--- src/rtl/robot_pkg.sv ---
// +--------------------------------------------------------------------------+
// | robot_pkg: orientation/action encodings and turn helpers for the walker. |
// | Rev 1.0                                                                  |
// +--------------------------------------------------------------------------+
`default_nettype none

package robot_pkg;

    typedef enum logic [1:0] {
        DIR_N = 2'b00,
        DIR_S = 2'b01,
        DIR_E = 2'b10,
        DIR_W = 2'b11
    } dir_e;

    typedef enum logic [1:0] {
        ACT_MOVE = 2'b00,
        ACT_SIDE = 2'b01,
        ACT_AWAY = 2'b10
    } act_e;

    localparam logic [2:0] STUCK_TURNS = 3'd4;

    function automatic dir_e left_of(input dir_e d);
        case (d)
            DIR_N:   return DIR_W;
            DIR_E:   return DIR_N;
            DIR_S:   return DIR_E;
            default: return DIR_S;
        endcase
    endfunction

    function automatic dir_e right_of(input dir_e d);
        case (d)
            DIR_N:   return DIR_E;
            DIR_E:   return DIR_S;
            DIR_S:   return DIR_W;
            default: return DIR_N;
        endcase
    endfunction

    // Turning away rotates opposite to the followed side.
    function automatic dir_e opposite_turn(input dir_e d, input logic follow_right);
        return follow_right ? left_of(d) : right_of(d);
    endfunction

    function automatic logic off_map(input dir_e d, input logic at_n, input logic at_s,
                                     input logic at_e, input logic at_w);
        case (d)
            DIR_N:   return at_n;
            DIR_S:   return at_s;
            DIR_E:   return at_e;
            default: return at_w;
        endcase
    endfunction

endpackage

`default_nettype wire

--- src/rtl/robot_walker_step_timer.sv ---
// +--------------------------------------------------------------------------+
// | step_timer: free-running 0..STEP_DIV-1 divider, tick on the last count.  |
// | Rev 1.0                                                                  |
// +--------------------------------------------------------------------------+
`default_nettype none

module step_timer #(
    parameter int STEP_DIV = 2
) (
    input  logic clock,
    input  logic reset,
    input  logic enable,
    output logic tick
);

    localparam int               CNT_W = (STEP_DIV > 1) ? $clog2(STEP_DIV) : 1;
    localparam logic [CNT_W-1:0] LAST  = CNT_W'(STEP_DIV - 1);

    logic [CNT_W-1:0] count_q;
    logic [CNT_W-1:0] count_d;

    always_comb begin
        count_d = count_q;
        if (!enable) begin
            count_d = '0;
        end else if (count_q == LAST) begin
            count_d = '0;
        end else begin
            count_d = count_q + CNT_W'(1);
        end
    end

    always_ff @(posedge clock or negedge reset) begin
        if (!reset) begin
            count_q <= '0;
        end else begin
            count_q <= count_d;
        end
    end

    assign tick = enable && (count_q == LAST);

endmodule

`default_nettype wire

--- src/rtl/robot_walker.sv ---
// +--------------------------------------------------------------------------+
// | robot_walker: wall-following robot pose register with stuck detection.   |
// | Rev 1.0                                                                  |
// +--------------------------------------------------------------------------+
`default_nettype none

module robot_walker
    import robot_pkg::*;
#(
    parameter int          ROWS      = 10,
    parameter int          COLS      = 20,
    parameter int          STEP_DIV  = 2,
    parameter int          START_ROW = 1,
    parameter int          START_COL = 1,
    parameter logic [1:0]  START_DIR = 2'b00,
    localparam int         RW        = $clog2(ROWS + 1),
    localparam int         CW        = $clog2(COLS + 1)
) (
    input  logic          clock,
    input  logic          reset,
    input  logic          run,
    input  logic          mode,
    input  logic          wall_ahead,
    input  logic          wall_side,
    output logic [RW-1:0] row,
    output logic [CW-1:0] column,
    output logic [1:0]    dir,
    output logic          step,
    output logic [1:0]    action,
    output logic          stuck
);

    localparam logic [1:0] ST_IDLE  = 2'd0;
    localparam logic [1:0] ST_COUNT = 2'd1;
    localparam logic [1:0] ST_STUCK = 2'd2;

    logic [1:0]    state_q, state_d;
    logic [RW-1:0] row_q, row_d;
    logic [CW-1:0] col_q, col_d;
    dir_e          dir_q, dir_d;
    act_e          act_q, act_d;
    logic          step_q, step_d;
    logic          latch_q, latch_d;
    logic [2:0]    turns_q, turns_d;

    logic tick;
    logic timer_en;
    logic at_n, at_s, at_e, at_w;
    dir_e side_dir, away_dir;
    logic eff_ahead, eff_side;
    logic do_move, do_side, do_away;

    assign timer_en = run && (state_q != ST_STUCK);

    step_timer #(
        .STEP_DIV(STEP_DIV)
    ) u_timer (
        .clock (clock),
        .reset (reset),
        .enable(timer_en),
        .tick  (tick)
    );

    assign at_n      = (row_q == RW'(1));
    assign at_s      = (row_q == RW'(ROWS));
    assign at_e      = (col_q == CW'(COLS));
    assign at_w      = (col_q == CW'(1));
    assign side_dir  = mode ? right_of(dir_q) : left_of(dir_q);
    assign away_dir  = opposite_turn(dir_q, mode);
    assign eff_ahead = wall_ahead || off_map(dir_q, at_n, at_s, at_e, at_w);
    assign eff_side  = wall_side || off_map(side_dir, at_n, at_s, at_e, at_w);

    // A pending side-turn forces a forward attempt so the robot cannot spin in place.
    always_comb begin
        do_move = 1'b0;
        do_side = 1'b0;
        do_away = 1'b0;
        if (latch_q) begin
            do_move = !eff_ahead;
            do_away = eff_ahead;
        end else if (!eff_side) begin
            do_side = 1'b1;
        end else if (!eff_ahead) begin
            do_move = 1'b1;
        end else begin
            do_away = 1'b1;
        end
    end

    always_ff @(posedge clock or negedge reset) begin
        if (!reset) begin
            state_q <= ST_IDLE;
            row_q   <= RW'(START_ROW);
            col_q   <= CW'(START_COL);
            dir_q   <= dir_e'(START_DIR);
            act_q   <= ACT_MOVE;
            step_q  <= 1'b0;
            latch_q <= 1'b0;
            turns_q <= 3'd0;
        end else begin
            state_q <= state_d;
            row_q   <= row_d;
            col_q   <= col_d;
            dir_q   <= dir_d;
            act_q   <= act_d;
            step_q  <= step_d;
            latch_q <= latch_d;
            turns_q <= turns_d;
        end
    end

    always_comb begin
        state_d = state_q;
        if (!run) begin
            state_d = ST_IDLE;
        end else if (state_q == ST_STUCK) begin
            state_d = ST_STUCK;
        end else if (tick && !do_move && (turns_q == STUCK_TURNS - 3'd1)) begin
            state_d = ST_STUCK;
        end else begin
            state_d = ST_COUNT;
        end
    end

    always_comb begin
        row_d   = row_q;
        col_d   = col_q;
        dir_d   = dir_q;
        act_d   = act_q;
        step_d  = 1'b0;
        latch_d = latch_q;
        turns_d = turns_q;
        if (!run) begin
            latch_d = 1'b0;
            turns_d = 3'd0;
        end else if (tick) begin
            step_d = 1'b1;
            if (do_move) begin
                act_d   = ACT_MOVE;
                latch_d = 1'b0;
                turns_d = 3'd0;
                case (dir_q)
                    DIR_N:   row_d = row_q - RW'(1);
                    DIR_S:   row_d = row_q + RW'(1);
                    DIR_E:   col_d = col_q + CW'(1);
                    default: col_d = col_q - CW'(1);
                endcase
            end else if (do_side) begin
                act_d   = ACT_SIDE;
                dir_d   = side_dir;
                latch_d = 1'b1;
                turns_d = turns_q + 3'd1;
            end else if (do_away) begin
                act_d   = ACT_AWAY;
                dir_d   = away_dir;
                latch_d = 1'b0;
                turns_d = turns_q + 3'd1;
            end
        end
    end

    assign row    = row_q;
    assign column = col_q;
    assign dir    = dir_q;
    assign step   = step_q;
    assign action = act_q;
    assign stuck  = (state_q == ST_STUCK);

endmodule

`default_nettype wire

--- config.mk ---
export PLATFORM = sky130hd
export DESIGN_NAME = robot_walker
export DESIGN_NICKNAME = d
export VERILOG_FILES = /design/src/rtl/robot_pkg.sv /design/src/rtl/robot_walker_step_timer.sv /design/src/rtl/robot_walker.sv
export SDC_FILE = /design/constraint.sdc
export NUM_CORES = 1
export LEC_CHECK = 0
export CORE_UTILIZATION = 30
export DETAILED_ROUTE_END_ITERATION = 10
export PLACE_DENSITY = 0.61
export SETUP_SLACK_MARGIN = 0.2
export SYNTH_ARGS = -nofsm -noshare
export SYNTH_HDL_FRONTEND = slang
export SYNTH_HIERARCHICAL = 1
export SYNTH_SLANG_ARGS = --single-unit
--- constraint.sdc ---
create_clock -name clock -period 2.57 [get_ports clock]
set_clock_uncertainty 0.1 [all_clocks]
set_input_delay 0.6425 -clock clock [delete_from_list [all_inputs] [get_ports clock]]
set_output_delay 0.6425 -clock clock [all_outputs]
set_load 0.02 [all_outputs]
## After elaboration in Yosys (flattened, before gate mapping)

Cells that the tools add are included.

| operators by class | value |
|---|---|
| equality and inequality tests | 13 |
| mux-type cells | 38 |
| add/sub/neg operators | 6 |
| reduce and logical (&&, ||, !) cells | 19 |
| bitwise gates (word level) | 2 |

Operators by type and width:

| kind | number |
|---|---|
| $mux 2 | 10 |
| $mux 1 | 17 |
| $mux 3 | 5 |
| $pmux 2 s3 | 2 |
| $reduce_and 4->1 | 3 |
| $pmux 5 s2 | 1 |
| $pmux 4 s2 | 1 |
| $eq 2x2->1 const B | 3 |
| $pmux 1 s3 | 2 |
| $add 5x1->5 const B | 1 |
| $eq 5x1->1 const B | 1 |
| $eq 5x5->1 const B | 1 |
| $sub 5x1->5 const B | 1 |
| $add 4x1->4 const B | 1 |
| $eq 2x1->1 const B | 2 |
| $eq 4x1->1 const B | 1 |
| $eq 4x4->1 const B | 1 |
| $logic_and 1x1->1 | 4 |
| $logic_not 2->1 | 2 |
| $ne 4x1->1 const B | 1 |
| $reduce_bool 2->1 | 2 |
| $sub 4x1->4 const B | 1 |
| $add 3x1->3 const B | 1 |
| $eq 3x2->1 const B | 1 |
| other kinds (10) | 13 |

| storage, ports and cells | value |
|---|---|
| logic and storage cells | 87 |
| bits in registers | 21 |
| output and inout port bits | 15 |
| input bits | 6 |

## Depth between registers and ports, before layout

Gate-level depths: netlist of the first run.

| logic depth | value |
|---|---|
| depth in word-level cells | 14 |
| depth in mapped cells | 9 |
| mapped depth without buffers | 8 |

## By module

The synthesis of the first run kept the hierarchy.

By module, submodules not included:

| module | instances | seq. area each (µm²) | area an instance (µm²) | cells an instance |
|---|---|---|---|---|
| robot_walker | 1 | 503.0 | 1293.7 | 123 |
| step_timer | 1 | 25.0 | 41.3 | 3 |

## Least setup slack after synthesis of the first run

Ideal clock, no wire load.

| path | value |
|---|---|
| kind | register to register |
| start | register dir_q[0], in the netlist dir[0] |
| end | register dir_q[1], in the netlist dir[1] |
| cell stages (with the launch flop) | 9 |
| buffers on the path | 1 |
| clock period less this slack | 2.634 ns |
| path slack | -0.064 ns |
| required time | 2.391 ns |
| arrival | 2.455 ns |
| library setup time | 0.079 ns |
| path through | dfrtp_1 > inv_1 > ha_1 > xnor2_2 > mux4_2 > or3_1 > buf_6 > a21oi_2 > mux2i_1 |

| on the way | value |
|---|---|
| longest elaborated chain between the ends | 10 |
| elaborated cells on any way between the ends | 28 |
| those cells by class | eq/ne (4); mux (16); bitwise (1); reduce/logical (7) |

Ends and longest elaborated chain:

| item | line | RTL |
|---|---|---|
| from (decl) | robot_walker.sv:40 | `dir_e dir_q, dir_d;` |
| from (signal assigned) | robot_walker.sv:95 | `dir_q <= dir_e'(START_DIR);` |
| from (signal assigned) | robot_walker.sv:104 | `dir_q <= dir_d;` |
| $eq 2x1->1 (tied with other cells) | robot_pkg.sv:25, robot_pkg.sv:34, robot_pkg.sv:49 |  |
| $pmux 2 s3 (on tied branches) | robot_pkg.sv:25, robot_pkg.sv:34 |  |
| $mux 2 | robot_walker.sv:68 | `assign side_dir = mode ? right_of(dir_q) : left_of(dir_q);` |
| $eq 2x2->1 (tied with other cells) | robot_pkg.sv:49 | `case (d)` |
| $pmux 1 s3 | robot_pkg.sv:49 |  |
| $logic_or 1x1->1 | robot_walker.sv:71 | `assign eff_side = wall_side \|\| off_map(side_dir, at_n, at_s, at_e, at_w);` |
| $mux 1 | robot_walker.sv:81 | `end else if (!eff_side) begin` |
| $mux 1 | robot_walker.sv:78 | `if (latch_q) begin` |
| $reduce_bool 2->1 (no line) / $not 1->1 (equally long branches) | -- |  |
| $reduce_and 4->1 (no line) | -- |  |

Parallel ways exist; a longest one is shown, timed or not. The select of a mux whose other input is x is not followed.
A chain may end at the register's enable or synchronous reset.

## Worst setup path after layout of the first run

| path | value |
|---|---|
| start | register col_q[0], in the netlist column[0] |
| end | register col_q[3], in the netlist column[3] |

| on the way | value |
|---|---|
| longest elaborated chain between the ends | 7 |
| elaborated cells on any way between the ends | 14 |
| those cells by class | add/sub (2); eq/ne (2); mux (6); reduce/logical (4) |

Ends and longest elaborated chain:

| item | line | RTL |
|---|---|---|
| from (decl) | robot_walker.sv:39 | `logic [CW-1:0] col_q, col_d;` |
| from (signal assigned) | robot_walker.sv:94 | `col_q <= CW'(START_COL);` |
| from (signal assigned) | robot_walker.sv:103 | `col_q <= col_d;` |
| $eq 5x1->1 / $eq 5x5->1 (equally long branches) | robot_walker.sv:67, robot_walker.sv:66 |  |
| $pmux 1 s3 | robot_pkg.sv:49 |  |
| $logic_or 1x1->1 | robot_walker.sv:70 | `assign eff_ahead = wall_ahead \|\| off_map(dir_q, at_n, at_s, at_e, at_w);` |
| $mux 1 | robot_walker.sv:83 | `end else if (!eff_ahead) begin` |
| $mux 1 | robot_walker.sv:81 |  |
| $mux 1 | robot_walker.sv:78 |  |
| $reduce_and 4->1 (no line) | -- |  |

Parallel ways exist; a longest one is shown, timed or not.

==> flow_summary.json, run 1 <==
{
  "fin_crit_sh": 0.935,
  "reg2reg_to": "column[3]",
  "r2r_cells": 8,
  "htree_levels": 1,
  "critPathMaxFanout": 5,
  "p_per_area_mw_per_mm2": 879,
  "portBuffers": 20,
  "ioPinCount": 21,
  "gp_congestion": 0.857,
  "drv_cap": 0,
  "wl_per_cell_um": 14.0,
  "yosys.area.top_type": "dfrtp_1",
  "grt_pass1_wl_mm": 5.15,
  "ys_top_cells_by_count": "19 x dfrtp_1, 14 x ha_1, 9 x inv_1, 6 x nand2_1, 6 x xnor2_1",
  "grt_setup_unrepaired": "yes",
  "clkSinkCount": 21,
  "netlist_area_mm2": 0.00134,
  "fin_tns_setup_ns": 0,
  "slew_viol_final": 0,
  "min_path_type": "register to register",
  "setup_viol": 0,
  "met3_usage": 0.0345,
  "yosysTopAreaCellShare": 0.356,
  "avgSynthCellArea_um2": 10.6,
  "grt_max_degree": 22,
  "dieArea_mm2": 0.00472,
  "top_usage_layer": "met2",
  "drt_wl_total_mm": 3.13,
  "worst_pin_slew_ns": 0.339,
  "grtUsageTotal": 0.146,
  "post-route-util": 0.469,
  "fin_crit_ns": 2.40,
  "synth_cell_type_count": 47,
  "layout.nets": 195,
  "worstSkewPairLatency_ns": 0.26,
  "syn_inst": 126,
  "p_leak_nw": 0.877,
  "synth.most_common_cell": "dfrtp_1",
  "totalPowerFinal_mw": 1.71,
  "start_kind": "register",
  "ys_seq_area_frac": 0.396,
  "cts_buffers": 3,
  "dp_hpwl_mm": 2.28,
  "stdcell_count": 224,
  "ys_top_cells_by_area": "dfrtp_1 36%, ha_1 13%, dfstp_2 3.9%",
  "dieWidth_um": 68.7,
  "setup.worst_path.end": "column[3]",
  "ys_ff_latch": 21,
  "crit_required_ns": 2.62,
  "drive_gt1_frac": 0.345,
  "std_cell_rows": 23,
  "yosysWarnings": 6,
  "synth_edf_count": 0,
  "r2r-start": "column[0]",
  "crit_start": "column[0]",
  "r2r_slack_ns": 0.17,
  "die_h_um": 68.7,
  "drtPass1Iterations": 4,
  "drc_errors": 0,
  "fin_area_mm2": 0.00194,
  "drtIter0Drc": 33,
  "n_fill_cell": 406,
  "dp.cells": 211,
  "vias": 1134,
  "antenna_found_initial": 0,
  "irDropWorstVdd_v": 0.000533,
  "diodes": 0,
  "clk_root_buffer_cell": "clkbuf_8",
  "grt_util_met2": 0.240,
  "end_kind": "register",
  "grt_use_met1": 0.195,
  "core-area_mm2": 0.00414,
  "vias_per_cell": 5.06,
  "async_flop_share": 1.00,
  "antenna_left": 0,
  "cts_tree": "built",
  "syn2layout_area_growth_pct": 45.5,
  "arrival_ns": 2.46,
  "start_util": 0.322,
  "path_class": "register to register",
  "grt_pass1_vias": 1101,
  "syn-num-nets": 146,
  "clk_path_buf_depth": 2,
  "fmaxAchievable_mhz": 416,
  "hold_viol": 0,
  "path_clk_slew_ns": 0.08,
  "outcome": "complete, no violations",
  "place_area_mm2": 0.00175,
  "holdBufCountCts": 0,
  "grt-ovfl-total": 0,
  "maxSlewHeadroom": 0.774,
  "synthFlopType": "dfrtp_1"
}
==> worst min-delay path by stage <==
stage	slack (ns)	cells after the start	from	endpoint
after floorplan	0.25	0	reset	action[0]
after global placement	0.39	2	action[0]	action[0]
after detailed placement	0.38	2	action[1]	action[1]
after global routing	0.42	2	action[1]	action[1]
after CTS	0.40	2	action[0]	action[0]
final	0.39	2	action[1]	action[1]
==> report_power, final <==
part,leakage (nW),switching (mW),internal [mW]
Clock,0.0255,0.113,0.108
Sequential,0.262,0.0904,0.416
Combinational,0.590,0.463,0.517
Total,0.877,0.667,1.04
==> layer usage <==
layer / up-vias / share of wire
met2: 25 / 0.48
li1: 552 / -
met1: 555 / 0.48
met4: 0 / 0.0026
met3: 2 / 0.040
met5: - / 0
==> layout by cell type, fill, tap and decap left out, drive strengths merged, types with 2 or more instances in the layout <==
master,instances
nand2b,3
a21oi,5
dfstp,2
nand3,3
nor4b,2
o21ai,3
clkdlybuf4s50,18
xnor2,7
or3,2
inv,9
a41oi,2
buf,27
nor2b,3
nor3,2
xor2,3
and2,3
nor4,2
dfrtp,19
mux2,2
nand4,3
clkbuf,3
or4,3
nand2,7
ha,14
nor2,5
mux2i,4
==> critical path: stages, from the launching register on <==
cell and delay, ns:
dfstp_2 0.57, ha_2 0.19, nor4b_4 0.20, buf_4 0.16, mux4_2 0.25, buf_6 0.10, nor3_4 0.04, or4_1 0.54
xnor2_1 0.14
==> repair_timing <==
action                                  CTS  global route
gates resized for setup                   6            11
setup buffers                             4             5
cloned                                    0             0
pin swaps                                 0             4
endpoints found under the setup margin   19            15
==> layout make-up <==
class                      instances  area (µm²)  area share
clock buffer                       3        41.3      0.0213
sequential                        21         532       0.274
multi-input combinational         93         856       0.441
clock inverter                     1        5.00     0.00258
inverter                           9        33.8      0.0174
tap                               50        62.6      0.0322
timing repair buffer              47         412       0.212
==> flip-flops by register name (all words and copies together), names as in the netlist <==
name             flops
u_timer/count_q      1
turns_q              3
column               5
step                 1
latch_q              1
state_q              2
row                  4
dir                  2
action               2
==> per-stage QoR <==
| step | setup WS (ns) | hold slack, ns |
|---|---|---|
| after floorplan | 0.142 | 0.247 |
| after global placement | -0.269 | 0.389 |
| after CTS | 0.186 | 0.402 |
| after detailed placement | -0.334 | 0.383 |
| final | 0.167 | 0.395 |
| after global routing | 0.0681 | 0.416 |
==> cells by family after synthesis <==
kind of cell / count (synthesis) / share of synthesized area
xor+xnor: 10 / 0.0712
mux: 7 / 0.0637
fa+ha+maj: 14 / 0.131
compound gates: 18 / 0.0947
flops: 21 / 0.396
simple gates: 44 / 0.204
buf+inv: 12 / 0.0394
Power figures use the tool's default switching activity.
==> inputs of run 2 (changes only) <==
--- a/config.mk
+++ b/config.mk
@@ -7,7 +7,7 @@
 export LEC_CHECK = 0
 export CORE_UTILIZATION = 30
 export DETAILED_ROUTE_END_ITERATION = 10
-export PLACE_DENSITY = 0.61
+export PLACE_DENSITY = 0.6
 export SETUP_SLACK_MARGIN = 0.2
 export SYNTH_ARGS = -nofsm -noshare
 export SYNTH_HDL_FRONTEND = slang
==> constraint.sdc (replaced) <==
create_clock -name clock -period 3.02 [get_ports clock]
set_clock_uncertainty 0.1 [all_clocks]
set_input_delay 0.755 -clock clock [delete_from_list [all_inputs] [get_ports clock]]
set_output_delay 0.755 -clock clock [all_outputs]
set_load 0.02 [all_outputs]
==> flow_summary.json, run 2 (synthesis gave the netlist of run 1 again) <==
{
  "crit_required_ns": 3.10,
  "gp_congestion": 0.821,
  "p_leak_nw": 0.749,
  "drtIter0Drc": 17,
  "fin_crit_sh": 0.888,
  "dr.max_layer_used": "met4",
  "cts_tree": "built",
  "largest_reg_flops": 5,
  "htree_levels": 1,
  "slew_viol_final": 0,
  "syn2layout_area_growth_pct": 25.4,
  "post-route-util": 0.404,
  "path_class": "primary input to register",
  "critPathMaxFanout": 7,
  "grtUsageTotal": 0.141,
  "setup_viol": 0,
  "drv_cap": 0,
  "mostFrequentLayoutCell": "clkdlybuf4s50_1",
  "core-area_mm2": 0.00414,
  "grt_pass1_vias": 1044,
  "route.met3.wl_um": 100,
  "layout.nets": 174,
  "min_path_type": "register to register",
  "vias_per_cell": 5.07,
  "multi_input_area_um2": 759,
  "whs_ns": 0.400,
  "grt_setup_unrepaired": "no",
  "wl_per_cell_um": 14.3,
  "dp_hpwl_mm": 2.20,
  "maxSlewHeadroom": 0.753,
  "drtPass1Iterations": 4,
  "die_h_um": 68.7,
  "stdcell_count": 203,
  "arrival_ns": 2.76,
  "antenna_found_initial": 0,
  "vias": 1030,
  "fmaxAchievable_mhz": 373,
  "drt_wl_total_mm": 2.90,
  "max_stage_delay_ns": 0.56,
  "cp_top_family": "multiplexers",
  "ioPinCount": 21,
  "end_kind": "register",
  "fin_crit_ns": 2.68,
  "cts_buffers": 3,
  "dieArea_mm2": 0.00472,
  "seqCellArea_um2": 528,
  "start_util": 0.322,
  "drive_gt1_frac": 0.144,
  "worstPathCellList": "clkdlybuf4s50_1 -> xnor2_2 -> mux4_2 -> or3_4 -> a21oi_2 -> mux2i_1",
  "diodes": 0,
  "grt_max_degree": 22,
  "final_cell_mix": "20 x clkdlybuf4s50_1, 19 x dfrtp_1, 14 x ha_1",
  "worstSkewPairLatency_ns": 0.26,
  "drc_errors": 0,
  "worst_pin_slew_ns": 0.365,
  "p_per_area_mw_per_mm2": 722,
  "dp.cells": 198,
  "start_kind": "primary input",
  "hold_viol": 0,
  "clk_root_buffer_cell": "clkbuf_8",
  "std_cell_rows": 23,
  "portBuffers": 20,
  "n_fill_cell": 410,
  "route.met2.wl_mm": 1.43,
  "critPathBufInv": 1,
  "clkSinkCount": 21,
  "met1_length_mm": 1.33,
  "antenna_left": 0,
  "outcome": "complete, no violations",
  "clk_path_buf_depth": 2,
  "grt_pass1_wl_mm": 4.85,
  "irDropWorstVdd_v": 0.000327,
  "path_clk_slew_ns": 0.08,
  "cp_slowest_cell": "mux4_2",
  "fin_tns_setup_ns": 0,
  "grt-ovfl-total": 0,
  "dieWidth_um": 68.7
}
-- run 2: changes by cell type in the layout (fill, tap and decap cells not counted), moves of 4 or more --
cell,before,now
buf_4,25,6
inv_1,4,9
ha_1,10,14
inv_2,5,0
-- run 2: repair_timing --
action / in CTS / in global routing
hold endpoints to repair: 0 / 0
hold buffers: 0 / 0
setup buffers: 0 / 1
resized for setup: 0 / 1
endpoints found under the setup margin: 0 / 3
-- run 2: final timing paths --
path,startpoint,end,slack (ns),depth (start not counted)
hold / removal,action[1],action[1],0.40,2
setup reg to reg,dir[0],dir[1],0.43,7
max in group asynchronous,reset,column[0],1.81,2
hold reg to reg,action[1],action[1],0.40,2
min in group asynchronous,reset,turns_q[1],0.74,2
setup / recovery,mode,dir[1],0.34,6
-- run 2: cell type report --
type / count / share of cell area
well taps: 50 / 0.0374
multi-input cells: 93 / 0.454
clock buffers: 4 / 0.0269
repair buffers: 26 / 0.146
inverters: 9 / 0.0202
flip-flops and latches: 21 / 0.315
-- run 2: per-layer routing --
metal	GRT usage	vias to the layer above
met5	0	-
met2	0.241	14
met3	0.0280	4
met1	0.171	508
li1	-	504
met4	0.0561	0
-- run 2: stage by stage --
stage | setup WS (ns) | total power, mW | instance area (µm²)
final | 0.340 | 1.21 | 1670
after floorplan | 0.386 | 0.800 | 1340
after global placement | 0.0352 | 0.992 | 1620
after global routing | 0.256 | 1.30 | 1670
after detailed placement | -0.0259 | 1.01 | 1620
after CTS | 0.251 | 1.21 | 1660
-- run 2: tightest hold or removal path: stages (launching register included) --
cell and delay, ns:
dfrtp_1 0.35, nand2_1 0.05, o31ai_1 0.06
-- run 2: power breakdown --
part | leakage [nW] | switching (mW) | total, mW | internal (mW)
logic | 0.462 | 0.299 | 0.579 | 0.280
clock network | 0.0228 | 0.0899 | 0.184 | 0.0939
registers | 0.264 | 0.0938 | 0.445 | 0.352
